--- src/rtl/sram_axi_bridge.sv ---
// sram_axi_bridge: turns the core's inst/data SRAM-like request ports into a
// single AXI master with single-beat reads and writes.
//   - One shared AR register; data reads win over inst reads.
//   - At most one outstanding read per port, one outstanding write.
//   - Responses are steered by rid; B completes the data port's write.
//   - Data reads are held off while a write is in flight (RAW hazard).
// Build option: define BRIDGE_RAW_ADDR_CHECK_EN to block a data read only
// when it targets the same 32-bit word as the in-flight write.
//
// Handshake rule used on every AXI channel and on the SRAM side: a transfer
// happens on the rising edge where valid (req) and ready (addr_ok) are both 1;
// a raised valid is held with stable payload until that edge.
module sram_axi_bridge #(
  parameter logic [3:0] INST_ID = 4'd0,
  parameter logic [3:0] DATA_ID = 4'd1
) (
  input  logic        clk,
  input  logic        resetn,
  // inst port
  input  logic        inst_sram_req,
  input  logic        inst_sram_wr,
  input  logic [1:0]  inst_sram_size,
  input  logic [3:0]  inst_sram_wstrb,
  input  logic [31:0] inst_sram_addr,
  input  logic [31:0] inst_sram_wdata,
  output logic        inst_sram_addr_ok,
  output logic        inst_sram_data_ok,
  output logic [31:0] inst_sram_rdata,
  // data port
  input  logic        data_sram_req,
  input  logic        data_sram_wr,
  input  logic [1:0]  data_sram_size,
  input  logic [3:0]  data_sram_wstrb,
  input  logic [31:0] data_sram_addr,
  input  logic [31:0] data_sram_wdata,
  output logic        data_sram_addr_ok,
  output logic        data_sram_data_ok,
  output logic [31:0] data_sram_rdata,
  // AR channel
  output logic [3:0]  arid,
  output logic [31:0] araddr,
  output logic [7:0]  arlen,
  output logic [2:0]  arsize,
  output logic [1:0]  arburst,
  output logic [1:0]  arlock,
  output logic [3:0]  arcache,
  output logic [2:0]  arprot,
  output logic        arvalid,
  input  logic        arready,
  // R channel
  input  logic [3:0]  rid,
  input  logic [31:0] rdata,
  input  logic [1:0]  rresp,
  input  logic        rlast,
  input  logic        rvalid,
  output logic        rready,
  // AW channel
  output logic [3:0]  awid,
  output logic [31:0] awaddr,
  output logic [7:0]  awlen,
  output logic [2:0]  awsize,
  output logic [1:0]  awburst,
  output logic [1:0]  awlock,
  output logic [3:0]  awcache,
  output logic [2:0]  awprot,
  output logic        awvalid,
  input  logic        awready,
  // W channel
  output logic [3:0]  wid,
  output logic [31:0] wdata,
  output logic [3:0]  wstrb,
  output logic        wlast,
  output logic        wvalid,
  input  logic        wready,
  // B channel
  input  logic [3:0]  bid,
  input  logic [1:0]  bresp,
  input  logic        bvalid,
  output logic        bready,
  // debug: write-path FSM state
  output logic [2:0]  wr_state_dbg
);

  typedef enum logic [2:0] {
    WR_IDLE      = 3'd0,  // no write in flight
    WR_ADDR_DATA = 3'd1,  // AW and W both pending
    WR_ADDR      = 3'd2,  // W done, AW pending
    WR_DATA      = 3'd3,  // AW done, W pending
    WR_RESP      = 3'd4   // waiting for B
  } wr_state_e;

  wr_state_e   wr_state_q, wr_state_d;

  logic        ar_valid_q;
  logic [31:0] ar_addr_q;
  logic [3:0]  ar_id_q;
  logic [1:0]  ar_size_q;
  logic        inst_rd_out_q, data_rd_out_q;

  logic [31:0] aw_addr_q;
  logic [1:0]  aw_size_q;
  logic [31:0] w_data_q;
  logic [3:0]  w_strb_q;

  logic        inst_ok_q, data_ok_q;
  logic [31:0] inst_rdata_q, data_rdata_q;

  logic        aw_pend, w_pend, wr_busy;
  logic        data_rd_req, raw_block;
  logic        data_rd_accept, inst_rd_accept, data_wr_accept;
  logic        r_hs, r_inst, r_data, b_done;

  // Responses that no longer belong to a tracked request (e.g. issued before a
  // reset) are consumed but produce no data_ok.
  assign r_hs   = rvalid & rready;
  assign r_inst = r_hs & (rid == INST_ID) & inst_rd_out_q;
  assign r_data = r_hs & (rid == DATA_ID) & data_rd_out_q;
  assign b_done = bvalid & bready & (wr_state_q == WR_RESP);

  assign data_rd_req = data_sram_req & ~data_sram_wr;

  // RAW hazard: decide whether the pending write blocks the current data read
  always_comb begin
`ifdef BRIDGE_RAW_ADDR_CHECK_EN
    raw_block = wr_busy & (aw_addr_q[31:2] == data_sram_addr[31:2]);
`else
    raw_block = wr_busy;
`endif
  end

  // Acceptance: one shared AR slot, data read wins; inst takes it otherwise
  always_comb begin
    data_rd_accept = data_rd_req & ~ar_valid_q & ~data_rd_out_q & ~raw_block;
    inst_rd_accept = inst_sram_req & ~ar_valid_q & ~inst_rd_out_q & ~data_rd_accept;
    data_wr_accept = data_sram_req & data_sram_wr & (wr_state_q == WR_IDLE);
  end

  assign inst_sram_addr_ok = inst_rd_accept;
  assign data_sram_addr_ok = data_rd_accept | data_wr_accept;

  // AR register: load on acceptance, release on arready
  always_ff @(posedge clk or negedge resetn) begin
    if (!resetn) begin
      ar_valid_q <= 1'b0;
      ar_addr_q  <= 32'd0;
      ar_id_q    <= 4'd0;
      ar_size_q  <= 2'd0;
    end else if (data_rd_accept) begin
      ar_valid_q <= 1'b1;
      ar_addr_q  <= data_sram_addr;
      ar_id_q    <= DATA_ID;
      ar_size_q  <= data_sram_size;
    end else if (inst_rd_accept) begin
      ar_valid_q <= 1'b1;
      ar_addr_q  <= inst_sram_addr;
      ar_id_q    <= INST_ID;
      ar_size_q  <= inst_sram_size;
    end else if (arready) begin
      ar_valid_q <= 1'b0;
    end
  end

  // Per-port read-outstanding flags: set on accept, clear on matching R
  always_ff @(posedge clk or negedge resetn) begin
    if (!resetn) begin
      inst_rd_out_q <= 1'b0;
      data_rd_out_q <= 1'b0;
    end else begin
      if (inst_rd_accept)      inst_rd_out_q <= 1'b1;
      else if (r_inst)         inst_rd_out_q <= 1'b0;
      if (data_rd_accept)      data_rd_out_q <= 1'b1;
      else if (r_data)         data_rd_out_q <= 1'b0;
    end
  end

  // Write payload capture on acceptance
  always_ff @(posedge clk or negedge resetn) begin
    if (!resetn) begin
      aw_addr_q <= 32'd0;
      aw_size_q <= 2'd0;
      w_data_q  <= 32'd0;
      w_strb_q  <= 4'd0;
    end else if (data_wr_accept) begin
      aw_addr_q <= data_sram_addr;
      aw_size_q <= data_sram_size;
      w_data_q  <= data_sram_wdata;
      w_strb_q  <= data_sram_wstrb;
    end
  end

  // Write FSM state register
  always_ff @(posedge clk or negedge resetn) begin
    if (!resetn) wr_state_q <= WR_IDLE;
    else         wr_state_q <= wr_state_d;
  end

  // Write FSM next state: AW and W retire independently, then wait for B
  always_comb begin
    wr_state_d = wr_state_q;
    case (wr_state_q)
      WR_IDLE:      if (data_wr_accept) wr_state_d = WR_ADDR_DATA;
      WR_ADDR_DATA: begin
        case ({awready, wready})
          2'b11:   wr_state_d = WR_RESP;
          2'b10:   wr_state_d = WR_DATA;
          2'b01:   wr_state_d = WR_ADDR;
          default: wr_state_d = WR_ADDR_DATA;
        endcase
      end
      WR_ADDR:      if (awready) wr_state_d = WR_RESP;
      WR_DATA:      if (wready)  wr_state_d = WR_RESP;
      WR_RESP:      if (b_done)  wr_state_d = WR_IDLE;
      default:      wr_state_d = WR_IDLE;
    endcase
  end

  // Write FSM outputs
  always_comb begin
    aw_pend = (wr_state_q == WR_ADDR_DATA) | (wr_state_q == WR_ADDR);
    w_pend  = (wr_state_q == WR_ADDR_DATA) | (wr_state_q == WR_DATA);
    wr_busy = (wr_state_q != WR_IDLE);
  end

  // Response registers: one-cycle data_ok per port, read beats captured.
  // bready is dropped while a data read beat is present, so r_data and
  // b_done never coincide.
  always_ff @(posedge clk or negedge resetn) begin
    if (!resetn) begin
      inst_ok_q    <= 1'b0;
      data_ok_q    <= 1'b0;
      inst_rdata_q <= 32'd0;
      data_rdata_q <= 32'd0;
    end else begin
      inst_ok_q <= r_inst;
      data_ok_q <= r_data | b_done;
      if (r_inst) inst_rdata_q <= rdata;
      if (r_data) data_rdata_q <= rdata;
    end
  end

  assign inst_sram_data_ok = inst_ok_q;
  assign inst_sram_rdata   = inst_rdata_q;
  assign data_sram_data_ok = data_ok_q;
  assign data_sram_rdata   = data_rdata_q;

  assign arid    = ar_id_q;
  assign araddr  = ar_addr_q;
  assign arlen   = 8'd0;
  assign arsize  = {1'b0, ar_size_q};
  assign arburst = 2'b01;
  assign arlock  = 2'd0;
  assign arcache = 4'd0;
  assign arprot  = 3'd0;
  assign arvalid = ar_valid_q;

  assign rready  = 1'b1;

  assign awid    = DATA_ID;
  assign awaddr  = aw_addr_q;
  assign awlen   = 8'd0;
  assign awsize  = {1'b0, aw_size_q};
  assign awburst = 2'b01;
  assign awlock  = 2'd0;
  assign awcache = 4'd0;
  assign awprot  = 3'd0;
  assign awvalid = aw_pend;

  assign wid     = DATA_ID;
  assign wdata   = w_data_q;
  assign wstrb   = w_strb_q;
  assign wlast   = 1'b1;
  assign wvalid  = w_pend;

  // A data read beat takes priority over a simultaneous B response
  assign bready  = ~(rvalid & (rid == DATA_ID));

  assign wr_state_dbg = wr_state_q;

  // Inputs with no function in this bridge
  logic unused_inputs;
  assign unused_inputs = &{1'b0, inst_sram_wr, inst_sram_wstrb, inst_sram_wdata,
                           rresp, rlast, bid, bresp};

endmodule

--- config.mk ---
export PLATFORM = sky130hd
export DESIGN_NAME = sram_axi_bridge
export DESIGN_NICKNAME = d
export VERILOG_FILES = /design/src/rtl/sram_axi_bridge.sv
export SDC_FILE = /design/constraint.sdc
export NUM_CORES = 1
export LEC_CHECK = 0
export ABC_AREA = 1
export CORE_ASPECT_RATIO = 0.6
export CORE_MARGIN = 4
export CORE_UTILIZATION = 35
export DETAILED_ROUTE_END_ITERATION = 7
export PLACE_DENSITY = 0.88
export SLEW_MARGIN = 20
export SYNTH_ARGS = -nofsm -noshare
export SYNTH_HDL_FRONTEND = slang
export SYNTH_SLANG_ARGS = --single-unit
--- constraint.sdc ---
create_clock -name clk -period 1.3 [get_ports clk]
set_input_delay 0.13 -clock clk [delete_from_list [all_inputs] [get_ports clk]]
set_output_delay 0.13 -clock clk [all_outputs]
set_load 0.01 [all_outputs]
Yosys cells after proc, flatten, opt, wreduce, memory -nomap -nowiden
Index checks and enable logic that the tools add are counted.
Widths: inputs -> output; s select.
- register bits: 180
- logic and storage cells: 80
- eq/ne operators: 12
- muxes and demuxes: 19
- bitwise logic cells: 26
- reduce and logical (&&, ||, !) cells: 8
- operator list (operator ; number):
    $mux 32 ; 2
    $and 1x1->1 ; 15
    $pmux 3 s5 ; 1
    $mux 3 ; 4
    $pmux 3 s3 ; 1
    $mux 4 ; 2
    $ne 2x2->1 const B ; 4
    $mux 1 ; 7
    $not 1->1 ; 7
    $eq 3x2->1 const B ; 2
    $reduce_bool 2->1 ; 3
    $reduce_bool 3->1 ; 2
    $eq 2x2->1 const B ; 2
    $eq 4x1->1 const B ; 1
    $logic_not 4->1 ; 1
    $mux 2 ; 2
    $or 1x1->1 ; 4
    $reduce_and 4->1 ; 1
    $eq 3x1->1 const B ; 1
    $eq 3x3->1 const B ; 1
    $logic_not 3->1 ; 1
    $eq 2x1->1 const B ; 1

Longest topological paths before layout
- word-level depth: 9
- mapped depth: 8
- depth with buffers taken out: 8

Least setup slack after synthesis
OpenSTA, ideal clock, no wires.
- path kind: reg2reg
- start: register wr_state_q[2] (netlist: wr_state_dbg[2])
- end: register ar_addr_q[10] (netlist: araddr[10])
- library setup time: 0.125 ns
- data arrival time: 1.298 ns
- path slack: -0.122 ns
- stages on the path, launching flop included: 9
- buffers on the path: 2
- path through: dfrtp_1 > inv_2 > nand2_2 > nor2_8 > nand2_2 > buf_4 > buf_4 > nand3_1 > nand3_1
- cells in the longest elaborated chain, start to end: 6
- RTL lines (what ; line ; RTL):
    start, declared ; 92 ; wr_state_e wr_state_q, wr_state_d;
    start signal, assigned ; 194 ; else wr_state_q <= wr_state_d;
    $reduce_bool 3->1 (*) ; 221 ; wr_busy = (wr_state_q != WR_IDLE);
    $not 1->1 (*) ; 133 ; data_rd_accept = data_rd_req & ~ar_valid_q & ~data_rd_out_q & ~raw_block;
    $and 1x1->1 (*) ; 133 ;
    $not 1->1 ; 134 ; inst_rd_accept = inst_sram_req & ~ar_valid_q & ~inst_rd_out_q & ~data_rd_accept;
    $and 1x1->1 ; 134 ;
    $reduce_bool 2->1 (no source line) ; n/a ;
    end signal, assigned ; 150 ; ar_addr_q <= data_sram_addr;
    end signal, assigned ; 155 ; ar_addr_q <= inst_sram_addr;
    end, declared ; 95 ; logic [31:0] ar_addr_q;
Every way passes the cells marked *; elsewhere a longest branch is shown, timed or not.
A chain may end at the register's enable or synchronous reset.

Worst setup path after layout
- start: register wr_state_q[2] (netlist: wr_state_dbg[2])
- end: register w_data_q[10] (netlist: wdata[10])
- cells in the longest elaborated chain, start to end: 2
- RTL lines (what ; line ; RTL):
    $logic_not 3->1 ; 135 ; data_wr_accept = data_sram_req & data_sram_wr & (wr_state_q == WR_IDLE);
    $and 1x1->1 ; 135 ;
    end signal, assigned ; 186 ; w_data_q <= data_sram_wdata;
    end, declared ; 102 ; logic [31:0] w_data_q;
Every way passes these cells.

==> out/metrics.yaml <==
run_status:
  status: "finished with violations"
  violations: "setup timing"
timing:
  period_minus_slack_ns: 1.59
  hold_ws_ns: 0.169
  rsz0062_at_grt: "yes"
  finalHoldViolCount: 0
  setup_slack_ns: -0.294
  setup_viol: 114
  timing.final.crit_share_pct: 123
  fmax_mhz: 627
  tns_ns: -23.44
  finalMaxSlewViolations: 0
  clock_skew_ns: 0.0126
logic_synthesis:
  synth.top_cells.by_count: "dfrtp_1 (177), nand2_1 (151), inv_1 (110), nand3_1 (110), buf_4 (58)"
  synth_area_leaders: "dfrtp_1 (57%), nand2_1 (7.3%), nand3_1 (7.1%)"
  synthArstFlopShare_pct: 100
  ys_seq_area_share_pct: 57.2
  yosysWarnings: 0
  yosys.area.top_type: "dfrtp_1"
  synth_top_flop_cell: "dfrtp_1"
  synth_cell_types: 25
  synth.most_common_cell: "dfrtp_1"
  synth_area_um2: 7750
  syn_inst: 847
  ys_ff_latch: 177
  synthDominantCellAreaShare_pct: 57.2
  synth_area_per_cell_um2: 9.15
  synth_edf_count: 0
worst_setup_path:
  cp_slowest_cell: "dfrtp_2"
  required_ns: 1.62
  cp_top_family: "buffers and inverters"
  startpoint: "wr_state_dbg[2]$_DFFE_PN0P_"
  crit_arrival_ns: 1.92
  cp-start-kind: "register"
  r2r_start: "wr_state_dbg[2]$_DFFE_PN0P_"
  crit_path_end_kind: "register"
  path_buf_inv: 5
  slowest_delay_ns: 0.41
  crit_type: "register to register"
  worstPathMaxFanout: 5
  worstPathCellList: "inv_2 -> nand2_4 -> nor2_8 -> nand3_4 -> buf_8 -> buf_12 -> buf_12 -> clkbuf_16 -> nand2_4 -> o21ai_2"
global_routing:
  gr-total-overflow: 0
  grt_pass1_vias: 7832
  groute.usage.overall_pct: 23.7
  grt_max_degree: 66
  grt_pass1_wl_mm: 43.9
  antenna_found_initial: 6
die:
  die_w_um: 200
  dieHeight_um: 123
  die-area_um2: 24700
  rows: 41
  start_util_pct: 36.2
  io-pin-count: 429
  core_area_um2: 21400
place:
  placed_cells: 1454
  place_area_um2: 11500
  post-place-ws_ns: -0.447
  io_buffers: 329
  place_congestion: 0.848
  hpwl_mm: 20.3
routing:
  via_per_inst: 5.11
  antenna_left: 0
  drt_iter0_drc: 556
  dr.pass1.iters: 5
  wl_mm: 34.2
  num_vias: 7986
  remaining_drc_errors: 0
  wl_per_cell_um: 21.9
finish:
  multi_input_area_um2: 3060
  design_area_um2: 13800
  fill_cells: 1526
  finalNonFillerCells: 1564
  seq_area_um2: 4430
  area.growth.synth_to_final_pct: 77.8
  nets: 1464
  drive_gt1_share_pct: 25.7
clocking:
  numCtsBuffers: 17
  cts_tree: "built"
  clockBufferDepth: 2
  clkTransAtPathRegs_ns: 0.07
  cts_num_sinks: 177
  h-tree-depth: 4
  cts-root-buf: "clkbuf_16"
  clkLatencyLatePin_ns: 0.44
power_and_ir_drop:
  p_leak_nw: 6.95
  power_density_nw_per_um2: 2180
  ir_worst_vdd_mv: 1.12
run:
  maxCapViolCount: 0
hold_path:
  min_path_type: "input pin to asynchronous set/reset pin"
[flip-flops by register name, indices dropped and copies added (netlist names)]
name,count
aw_size_q,2
wr_state_dbg,3
inst_sram_rdata,32
wstrb,4
wdata,32
awaddr,32
arid,1
inst_sram_data_ok,1
data_sram_data_ok,1
araddr,32
ar_size_q,2
arvalid,1
data_rd_out_q,1
inst_rd_out_q,1
data_sram_rdata,32
[layer usage]
layer	track usage (%)	up-vias	wire length, um
met3	8.17	111	3150
met4	10.8	2	1420
met5	0	-	13
met2	40.6	504	17400
li1	-	3434	-
met1	26.9	3935	12200
[metrics by stage]
stage	total power, W	utilization [%]
final	0.0300	64.4
after global placement	0.0215	53.7
after global routing	0.0314	64.4
after floorplan	0.0145	-
after CTS	0.0274	59.7
after detailed placement	0.0220	53.7
[kinds of logic (layout without fill, tap and decap cells)]
| kind of cell | after synthesis | in the layout | share of synthesized area (%) |
|---|---|---|---|
| compound gates | 141 | 141 | 10.3 |
| fa+ha+maj | 3 | 3 | 0.485 |
| buf+inv | 212 | 592 | 14.3 |
| flops | 177 | 177 | 57.2 |
| other cells | 2 | 60 | 0.0970 |
| simple gates | 312 | 312 | 17.7 |
[path summary, 6_finish.rpt]
check / endpoint / slack, ns / cells after the start
setup / recovery: wdata[10]$_DFFE_PN0P_ / -0.29 / 10
hold / removal: wdata[28]$_DFFE_PN0P_ / 0.17 / 2
setup reg to reg: wdata[10]$_DFFE_PN0P_ / -0.29 / 10
hold reg to reg: araddr[0]$_DFFE_PN0P_ / 0.48 / 2
max in group asynchronous: inst_sram_rdata[20]$_DFFE_PN0P_ / 0.59 / 3
min in group clk: wdata[26]$_DFFE_PN0P_ / 0.24 / 3
[where the power goes]
group	internal [W]	switching (W)	total, W
logic	0.00740	0.00759	0.0150
registers	0.00796	0.00181	0.00977
clock network	0.00291	0.00238	0.00529
total	0.0183	0.0118	0.0300
[worst register-to-register path, stage by stage (launching register included)]
cell and delay, ns:
dfrtp_2 0.41, inv_2 0.08, nand2_4 0.08, nor2_8 0.14, nand3_4 0.10, buf_8 0.15, buf_12 0.13, buf_12 0.13
clkbuf_16 0.17, nand2_4 0.06, o21ai_2 0.05
[repair_timing]
item	CTS	global route
hold endpoints to repair	177	0
setup endpoints to repair	285	192
gates cloned	15	14
gates resized for setup	317	159
hold buffers	1	0
pin swaps	7	14
setup buffers	12	32
[layout make-up]
| class | count | share of cell area (%) |
|---|---|---|
| antenna | 7 | 0.127 |
| clock buffer | 18 | 3.19 |
| clock inverter | 14 | 1.13 |
| inverter | 114 | 3.12 |
| multi-input combinational | 509 | 22.2 |
| sequential | 177 | 32.2 |
| tap | 279 | 2.53 |
| timing repair buffer | 446 | 35.5 |
[placed cells by master, fill, tap and decap left out, types with 4 or more instances in the layout]
cell               n
buf_4             50
dlygate4sd2_1    128
nand3_2           28
o21ai_1           22
buf_6             13
clkbuf_16         28
nand3_1           82
nand2_4           37
buf_12            29
o21ai_2           51
a21oi_1           31
inv_2              7
nor2_1            35
clkdlybuf4s50_1  145
dfrtp_1          174
clkinvlp_4         4
conb_1            53
inv_1            106
diode_2            7
o21ai_0           32
buf_2              4
nand2_1           89
clkdlybuf4s15_1   42
nand2_2           28
buf_16            14
Note: power is estimated with default switching activity, not from simulation.
